--- src/rtl/binary_step_counter_if.sv ---
// Signal bundle between the pushbutton/load sources and the binary step counter.
// The master side drives buttons and load; the slave side (the counter) returns the count and strobes.
interface binary_step_counter_if #(
   parameter int WIDTH = 4
);
   logic             btn_up_n;
   logic             btn_down_n;
   logic             load;
   logic [WIDTH-1:0] load_value;
   logic             auto_en;
   logic [WIDTH-1:0] binary_out;
   logic             step_pulse;
   logic             wrap;

   modport master (
      output btn_up_n, btn_down_n, load, load_value, auto_en,
      input  binary_out, step_pulse, wrap
   );

   modport slave (
      input  btn_up_n, btn_down_n, load, load_value, auto_en,
      output binary_out, step_pulse, wrap
   );
endinterface

--- src/rtl/binary_step_counter.sv ---
// Debounced up/down pushbutton counter with synchronous load feeding the binary-to-Gray path.
// Optional macro AUTO_STEP_EN adds a periodic auto-increment timer gated by auto_en.
module binary_step_counter_debounce #(
   parameter int DEBOUNCE_CYCLES = 500000
) (
   input  logic clk,
   input  logic rst,
   input  logic btn_n,
   output logic press_p2
);
   localparam int CNT_W = (DEBOUNCE_CYCLES > 2) ? $clog2(DEBOUNCE_CYCLES) : 1;
   localparam logic [CNT_W-1:0] CNT_ONE  = CNT_W'(1);
   localparam logic [CNT_W-1:0] CNT_LAST = CNT_W'(DEBOUNCE_CYCLES - 2);

   typedef enum logic [1:0] {
      RELEASED,
      PRESS_PENDING,
      PRESSED,
      RELEASE_PENDING
   } db_state_t;

   logic             sync1_p0;
   logic             sync2_p1;
   db_state_t        state;
   logic [CNT_W-1:0] cnt;

   // Stage p0/p1: two-flop synchronizer; stage p2: debounce FSM with a one-cycle press event.
   // The pending states accept the level on the cycle where cnt+1 would reach DEBOUNCE_CYCLES-1.
   always_ff @(posedge clk) begin
      if (rst) begin
         sync1_p0 <= 1'b1;
         sync2_p1 <= 1'b1;
         state    <= RELEASED;
         cnt      <= '0;
         press_p2 <= 1'b0;
      end else begin
         sync1_p0 <= btn_n;
         sync2_p1 <= sync1_p0;
         press_p2 <= 1'b0;
         case (state)
            RELEASED: begin
               if (!sync2_p1) begin
                  state <= PRESS_PENDING;
                  cnt   <= CNT_ONE;
               end
            end
            PRESS_PENDING: begin
               if (sync2_p1) begin
                  state <= RELEASED;
                  cnt   <= '0;
               end else if (cnt >= CNT_LAST) begin
                  state    <= PRESSED;
                  cnt      <= '0;
                  press_p2 <= 1'b1;
               end else begin
                  cnt <= cnt + CNT_ONE;
               end
            end
            PRESSED: begin
               if (sync2_p1) begin
                  state <= RELEASE_PENDING;
                  cnt   <= CNT_ONE;
               end
            end
            RELEASE_PENDING: begin
               if (!sync2_p1) begin
                  state <= PRESSED;
                  cnt   <= '0;
               end else if (cnt >= CNT_LAST) begin
                  state <= RELEASED;
                  cnt   <= '0;
               end else begin
                  cnt <= cnt + CNT_ONE;
               end
            end
            default: begin
               state <= RELEASED;
               cnt   <= '0;
            end
         endcase
      end
   end
endmodule

module binary_step_counter #(
   parameter int WIDTH           = 4,
   parameter int DEBOUNCE_CYCLES = 500000,
   parameter int AUTO_PERIOD     = 50000000
) (
   input logic                  clk,
   input logic                  rst,
   binary_step_counter_if.slave bus
);
   localparam logic [WIDTH-1:0] CNT_MAX = '1;
   localparam logic [WIDTH-1:0] ONE     = WIDTH'(1);

   logic             press_up_p2;
   logic             press_dn_p2;
   logic             tick_p2;
   logic [WIDTH-1:0] count_p3;
   logic             step_p3;
   logic             wrap_p3;

   binary_step_counter_debounce #(.DEBOUNCE_CYCLES(DEBOUNCE_CYCLES)) u_db_up (
      .clk      (clk),
      .rst      (rst),
      .btn_n    (bus.btn_up_n),
      .press_p2 (press_up_p2)
   );

   binary_step_counter_debounce #(.DEBOUNCE_CYCLES(DEBOUNCE_CYCLES)) u_db_dn (
      .clk      (clk),
      .rst      (rst),
      .btn_n    (bus.btn_down_n),
      .press_p2 (press_dn_p2)
   );

`ifdef AUTO_STEP_EN
   localparam int TMR_W = (AUTO_PERIOD > 2) ? $clog2(AUTO_PERIOD) : 1;
   localparam logic [TMR_W-1:0] TMR_ONE  = TMR_W'(1);
   localparam logic [TMR_W-1:0] TMR_LAST = TMR_W'(AUTO_PERIOD - 1);

   logic [TMR_W-1:0] timer;

   // Stage p2: auto tick registered alongside the button events; timer restarts whenever auto_en drops.
   always_ff @(posedge clk) begin
      if (rst || !bus.auto_en) begin
         timer   <= '0;
         tick_p2 <= 1'b0;
      end else if (timer == TMR_LAST) begin
         timer   <= '0;
         tick_p2 <= 1'b1;
      end else begin
         timer   <= timer + TMR_ONE;
         tick_p2 <= 1'b0;
      end
   end
`else
   assign tick_p2 = 1'b0;
`endif

   // Stage p3: one action per cycle; lower-priority actions in the same cycle are dropped.
   always_ff @(posedge clk) begin
      if (rst) begin
         count_p3 <= '0;
         step_p3  <= 1'b0;
         wrap_p3  <= 1'b0;
      end else begin
         step_p3 <= 1'b0;
         wrap_p3 <= 1'b0;
         if (bus.load) begin
            count_p3 <= bus.load_value;
            step_p3  <= 1'b1;
         end else if (press_up_p2 && press_dn_p2) begin
            count_p3 <= count_p3;
         end else if (press_up_p2) begin
            count_p3 <= count_p3 + ONE;
            step_p3  <= 1'b1;
            wrap_p3  <= (count_p3 == CNT_MAX);
         end else if (press_dn_p2) begin
            count_p3 <= count_p3 - ONE;
            step_p3  <= 1'b1;
            wrap_p3  <= (count_p3 == '0);
         end else if (tick_p2) begin
            count_p3 <= count_p3 + ONE;
            step_p3  <= 1'b1;
            wrap_p3  <= (count_p3 == CNT_MAX);
         end
      end
   end

   assign bus.binary_out = count_p3;
   assign bus.step_pulse = step_p3;
   assign bus.wrap       = wrap_p3;
endmodule
--- src/flat_wrapper.sv ---
// flat-port wrapper written by rule: the top's interface ports become plain ports
module binary_step_counter_flat 
#(
   parameter int WIDTH           = 4,
   parameter int DEBOUNCE_CYCLES = 500000,
   parameter int AUTO_PERIOD     = 50000000
)
  (clk, rst, bus_btn_up_n, bus_btn_down_n, bus_load, bus_load_value, bus_auto_en, bus_binary_out, bus_step_pulse, bus_wrap);
  binary_step_counter_if #(.WIDTH(WIDTH)) bus_i ();
  input logic clk;
  input logic rst;
  input wire logic [$bits(bus_i.btn_up_n)-1:0] bus_btn_up_n;
  input wire logic [$bits(bus_i.btn_down_n)-1:0] bus_btn_down_n;
  input wire logic [$bits(bus_i.load)-1:0] bus_load;
  input wire logic [$bits(bus_i.load_value)-1:0] bus_load_value;
  input wire logic [$bits(bus_i.auto_en)-1:0] bus_auto_en;
  output wire logic [$bits(bus_i.binary_out)-1:0] bus_binary_out;
  output wire logic [$bits(bus_i.step_pulse)-1:0] bus_step_pulse;
  output wire logic [$bits(bus_i.wrap)-1:0] bus_wrap;
  assign bus_i.btn_up_n = bus_btn_up_n;
  assign bus_i.btn_down_n = bus_btn_down_n;
  assign bus_i.load = bus_load;
  assign bus_i.load_value = bus_load_value;
  assign bus_i.auto_en = bus_auto_en;
  assign bus_binary_out = bus_i.binary_out;
  assign bus_step_pulse = bus_i.step_pulse;
  assign bus_wrap = bus_i.wrap;
  binary_step_counter #(.WIDTH(WIDTH), .DEBOUNCE_CYCLES(DEBOUNCE_CYCLES), .AUTO_PERIOD(AUTO_PERIOD)) u_core (.clk(clk), .rst(rst), .bus(bus_i));
endmodule
--- config.mk ---
export PLATFORM = sky130hd
export DESIGN_NAME = binary_step_counter_flat
export DESIGN_NICKNAME = d
export VERILOG_FILES = /design/src/rtl/binary_step_counter_if.sv /design/src/rtl/binary_step_counter.sv /design/src/flat_wrapper.sv
export SDC_FILE = /design/constraint.sdc
export NUM_CORES = 1
export LEC_CHECK = 0
export ABC_AREA = 1
export CAP_MARGIN = 40
export CORE_MARGIN = 2
export CORE_UTILIZATION = 49
export DETAILED_ROUTE_END_ITERATION = 10
export MAX_ROUTING_LAYER = met4
export PLACE_DENSITY = 0.67
export SLEW_MARGIN = 10
export SYNTH_ARGS = -nofsm -noshare
export SYNTH_HDL_FRONTEND = slang
export SYNTH_SLANG_ARGS = --single-unit
--- constraint.sdc ---
create_clock -name clk -period 1.58 [get_ports clk]
set_input_delay 0.474 -clock clk [delete_from_list [all_inputs] [get_ports clk]]
set_output_delay 0.474 -clock clk [all_outputs]
set_load 0.03 [all_outputs]
# Word-level counts from Yosys, hierarchy flattened
# Index checks and enable logic that the tools add are counted.
[word_totals]
wordCells = 88
out_inout_bits = 6
regBits = 54
inputBits = 10
[classes]
magnitude_cmp = 2
addsub = 4
n_mux = 38
reduce_logical = 13
bitwise_logic = 2
eq_ne = 16
[ops]
columns = ["operator", "count"]
rows = [
  ["two-way mux 19 bit", 10],
  ["one-hot mux 19 bit (4 select lines)", 2],
  ["adder 19 x 1 -> 19 bit, second input constant", 2],
  [">= comparator 19 bit, second input constant", 2],
  ["two-way mux 2 bit", 12],
  ["two-way mux 4 bit", 4],
  ["one-hot mux 2 bit (4 select lines)", 2],
  ["!= test 3 bit, second input constant", 4],
  ["!= test 2 bit, second input constant", 5],
  ["OR reduction 3 bit", 3],
  ["== test 2 bit, second input constant", 4],
  ["two-way mux 1 bit", 8],
  ["AND reduction 4 bit", 2],
  ["AND reduction 2 bit", 3],
  ["adder 4 x 1 -> 4 bit, second input constant", 1],
  ["== test 2 x 1 -> 1 bit, second input constant", 2],
  ["== test 4 bit, second input constant", 1],
  ["zero test 2 bit", 2],
  ["zero test 4 bit", 1],
  ["subtractor 4 x 1 -> 4 bit, second input constant", 1],
  ["nonzero test 3 bit", 1],
  ["NOT 1 bit", 2],
  ["logical AND 1 bit", 1],
]

# Longest topological paths before layout
[depth]
ltp_word = 5
ltp_mapped = 11
depth_no_buf = 11

# Cells and area by module
# From an unflattened synthesis, not the netlist that was laid out.
[unflattened]
cells_unflattened = 530
area_unflattened_um2 = 3548.4
[modules_own_cells]
columns = ["module", "area_per_inst_um2", "cells_each", "seq_area_each_um2", "n_inst"]
rows = [
  ["binary_step_counter_debounce (u_core.u_db_dn)", 1614.0, 240, 480.5, 1],
  ["binary_step_counter_debounce (u_core.u_db_up)", 1515.2, 234, 480.5, 1],
  ["binary_step_counter", 419.2, 56, 120.1, 1],
]

# Worst setup path after synthesis
# OpenSTA, ideal clock, no wires.
[synth_path]
kind = "register -> register"
from = "reg u_core.count_p3[2] (netlist: u_core.bus.binary_out[2])"
to = "reg u_core.count_p3[3] (netlist: u_core.bus.binary_out[3])"
stages_incl_launch_ff = 7
setup_time_ns = 0.134
t_arrival_ns = 1.283
n_path_buf = 0
synth_period_minus_slack_ns = 1.417
required_ns = 1.446
setup_slack_ns = 0.163
path_cell_list = "dfxtp_1 -> ha_1 -> a21oi_1 -> nand2_1 -> xor2_1 -> nand2_1 -> a21oi_1"
[synth_via]
elab_chain_len = 5
elab_cells_between_ends = 6
cone_classes = "add/sub (2); mux (4)"
[synth_lines]
columns = ["item", "line", "source"]
rows = [
  ["from (decl)", "binary_step_counter.sv:100", "logic [WIDTH-1:0] count_p3;"],
  ["from (signal assigned)", "binary_step_counter.sv:152", "count_p3 <= bus.load_value;"],
  ["from (signal assigned)", "binary_step_counter.sv:155", "count_p3 <= count_p3;"],
  ["from (signal assigned)", "binary_step_counter.sv:157", "count_p3 <= count_p3 + ONE;"],
  ["subtractor 4 x 1 -> 4 bit", "binary_step_counter.sv:161", "count_p3 <= count_p3 - ONE;"],
  ["two-way mux 4 bit", "binary_step_counter.sv:160", "end else if (press_dn_p2) begin"],
  ["two-way mux 4 bit *", "binary_step_counter.sv:156", "end else if (press_up_p2) begin"],
  ["two-way mux 4 bit *", "binary_step_counter.sv:154", "end else if (press_up_p2 && press_dn_p2) begin"],
  ["two-way mux 4 bit *", "binary_step_counter.sv:151", "if (bus.load) begin"],
]
# Mark *: on every way between the ends. The rest lies on a longest branch, timed or not. The select of a mux whose other input is x is not followed.
# A chain may end at the register's enable or synchronous reset.

# Worst setup path after layout
[layout_path]
from = "reg u_core.u_db_up.cnt[11]"
to = "reg u_core.u_db_up.cnt[17]"
[layout_via]
elab_chain_len = 4
elab_cells_between_ends = 6
cone_classes = "add/sub (1); order compare (1); mux (4)"
[layout_lines]
columns = ["item", "line", "source"]
rows = [
  ["from (decl)", "binary_step_counter.sv:25", "logic [CNT_W-1:0] cnt;"],
  ["from (signal assigned)", "binary_step_counter.sv:56", "cnt <= cnt + CNT_ONE;"],
  ["from (signal assigned)", "binary_step_counter.sv:73", "cnt <= cnt + CNT_ONE;"],
  ["adder 19 x 1 -> 19 bit or >= comparator 19 bit (tied branches)", "n/a", ""],
  ["two-way mux 19 bit *", "binary_step_counter.sv:51, binary_step_counter.sv:69", ""],
  ["two-way mux 19 bit (on tied branches)", "binary_step_counter.sv:66, binary_step_counter.sv:48", ""],
  ["one-hot mux 19 bit (4 select lines) *", "binary_step_counter.sv:40", "case (state)"],
]
# Mark *: on every way between the ends. The rest lies on a longest branch, timed or not.

==> metrics.csv <==
metric,value,unit
R2R Path Start,u_core.u_db_up.cnt[11],
fmax,653.3,MHz
"Arr. time, crit path",1790,ps
Via density,5.239,
Avg Synthesized Cell Area,6.738,sq um
clock buffer depth,2,
largest cells by area after synthesis,"dfxtp_1 (32%), nand2_1 (13%), nor2_1 (7.5%)",
measured slew at the worst slew-check pin,306.3,ps
post-synth top area share,31.83,%
RSZ-0062 raised after global routing,yes,
Worst-Skew Late Latency,320,ps
diodes inserted,0,
maximum capacitance violations,0,
final core occ,60.43,%
Yosys warnings,0,
Initial Util,50.26,%
die area,7612,sq um
"Seq/Total Area, Yosys",31.83,%
Async SR Flop Fraction,0,%
Max Slew Vio Count,0,
DR vias,3285,
initial antenna violation count,0,
Critical Path Start,u_core.u_db_up.cnt[11],
largest family of logic cells by synthesized area,simple AND/OR/NAND/NOR gates,
iteration-0 DRC count of the detailed router,151,
Worst Hold Class,flip-flop to flip-flop,
die width,87.25,um
first-pass GRT wire length,13.96,mm
Mapped Nets,522,
average wire per standard cell,13.26,um
critical path launch point type,flip-flop,
Compound-Gate Fraction of Synth Area,10.50,%
clock-pin slew on the worst setup and hold paths,110,ps
Hold Buf Count CTS,0,
Seq. cell area,1095,sq um
hold path startpoint,u_core.u_db_up.sync1_p0,
Adder-Cell Fraction of Synth Area,3.169,%
"EDFF count, synth",0,
num ports,16,
final net count,564,
# setup viols final,0,
Post-Route WL,8.316,mm
area share of and/or/nand/nor cells after synthesis,44.66,%
area grow syn2layout,20.23,%
DR pass1 iterations,5,
Fill cells,638,
maximum VDD drop,363.8,uV
drc violations,0,
CP peak stage delay,470,ps
crit share post-route,96.89,%
Post-Place Setup Slack,-157.8,ps
P_leak,0.001658,uW
Rel. slew slack,79.39,%
final worst slack,49.20,ps
mux share of post-synthesis cell area,0,%
"non-filler cells, final",627,
Num CTS Buffers,5,
CP max-delay cell,dfxtp_1,
ys flop type,dfxtp_1,
critical path type,flip-flop to flip-flop,
Root Driver,clkbuf_8,
Placed Instances,617,
WP buf/inv,0,
port bufs,14,
Fin Hold WS,423.6,ps
Mapped Cells,504,
number of global-route vias before repair,3061,
Die Ht,87.25,um
Netlist cell types,38,
Antenna Nets Post-Route,0,
RD Place Congestion,0.9098,
worst-path fanout max,6,
total global routing overflow,0,
most numerous cell in the Yosys netlist,nand2_1,
clk sinks,54,
minimum clock period after layout,1531,ps
Post-Route Skew,11.68,ps
CTS tree,done,
Multi-input gate area,2221,sq um
cells along the critical path,"nand2_1, nor2_1, nand3_1, nor2_4, xor2_1, nand3_1, a21oi_1",
dpl hpwl,6.287,mm
synth cell count leaders,"nand2_1 (115), nor2_1 (68), dfxtp_1 (54)",
cell family with most CP delay,simple AND/OR/NAND/NOR gates,
"area leader, netlist",dfxtp_1,
synthesized area,3396,sq um
nature of the critical path endpoint,flip-flop,
most frequent CP cell,nand3_1,
overall power,2827,uW
"Req. time, crit path",1840,ps
Post-Synth XOR/XNOR Area,2.063,%
layout cells sized above 1,27.61,%
site row count,30,
H-tree depth,2,
pwr/cell area,692.3,nW/um^2
core area,6756,sq um
largest net degree at the start of global routing,25,
status,finished clean,
GR Util All Layers,23.51,%
"FF+latch count, synth",54,
Final Hold Viols,0,
cells by family (layout without fill, tap and decap cells):
kind of cell             count (synthesis)  after routing
AO/OA/AOI/OAI                           62             62
XOR/XNOR                                 8              8
adder cells (fa/ha/maj)                  8              8
buffers and inverters                   69            112
flip-flops                              54             54
AND/OR/NAND/NOR                        303            303
per-stage QoR:
step	instance area, sq um	TNS, ps
after global routing	4083	-54.81
after floorplan	3396	0
final	4083	0
after detailed placement	3791	-1466
after global placement	3791	-1159
after CTS	3894	0
report_power, final:
part           leakage [uW]  internal [uW]  total (uW)  switching (uW)
sequential         0.000443           1400        1430            31.3
combinational       0.00117            190         552             362
clock             0.0000472            354         846             492
total               0.00166           1940        2830             885
registers in the layout, summed over array words and instances, names as in the netlist, named ones only:
register	cells
u_core.u_db_dn.cnt	19
u_core.u_db_up.cnt	19
u_core.bus.binary_out	4
u_core.bus.step_pulse	1
u_core.bus.wrap	1
u_core.u_db_dn.press_p2	1
u_core.u_db_dn.state	1
u_core.u_db_dn.sync1_p0	1
u_core.u_db_dn.sync2_p1	1
u_core.u_db_up.press_p2	1
u_core.u_db_up.state	1
u_core.u_db_up.sync1_p0	1
u_core.u_db_up.sync2_p1	1
final timing paths:
| kind | slack [ps] | cells past startpoint | end |
|---|---|---|---|
| max | 50 | 7 | u_core.u_db_up.cnt[17] |
| min | 420 | 1 | u_core.u_db_up.sync2_p1 |
| max reg2reg | 50 | 7 | u_core.u_db_up.cnt[17] |
| min reg2reg | 420 | 1 | u_core.u_db_up.sync2_p1 |
cell type report:
type                       instances  share of cell area (%)
tap                               80                   2.452
sequential                        54                   26.82
clock inverter                     2                  0.3065
clock buffer                       6                   2.023
inverter                          63                   5.792
timing repair buffer              41                   8.213
multi-input combinational        381                   54.40
cells in the final DEF (no fill, tap or decap), drive strengths merged, types with 2 or more instances in the layout:
cell             n
a21oi           31
a22oi            2
a31oi            3
buf             29
clkbuf           6
clkdlybuf4s50    8
dfxtp           54
dlygate4sd2      3
ha               7
inv             63
nand2          131
nand3           39
nand3b           2
nand4            9
nor2            91
nor3            20
nor4             3
o21ai           19
o22ai            4
or2              7
xor2             7
repair_timing:
action | CTS | global route
gates cloned | 0 | 0
buffers inserted | 0 | 2
pin swaps | 1 | 16
resized for setup | 8 | 50
setup endpoints to repair | 7 | 38
per-layer routing:
| metal | routed length (um) | part of all wire [%] | vias up | track usage [%] |
|---|---|---|---|---|
| li1 | - | - | 1712 | - |
| met1 | 4033 | 48 | 1498 | 32.28 |
| met2 | 3896 | 47 | 67 | 37.47 |
| met3 | 330 | 4.0 | 8 | 3.033 |
| met4 | 55 | 0.66 | 0 | 4.336 |
| met5 | 0 | 0 | - | - |
Power figures use the tool's default switching activity.
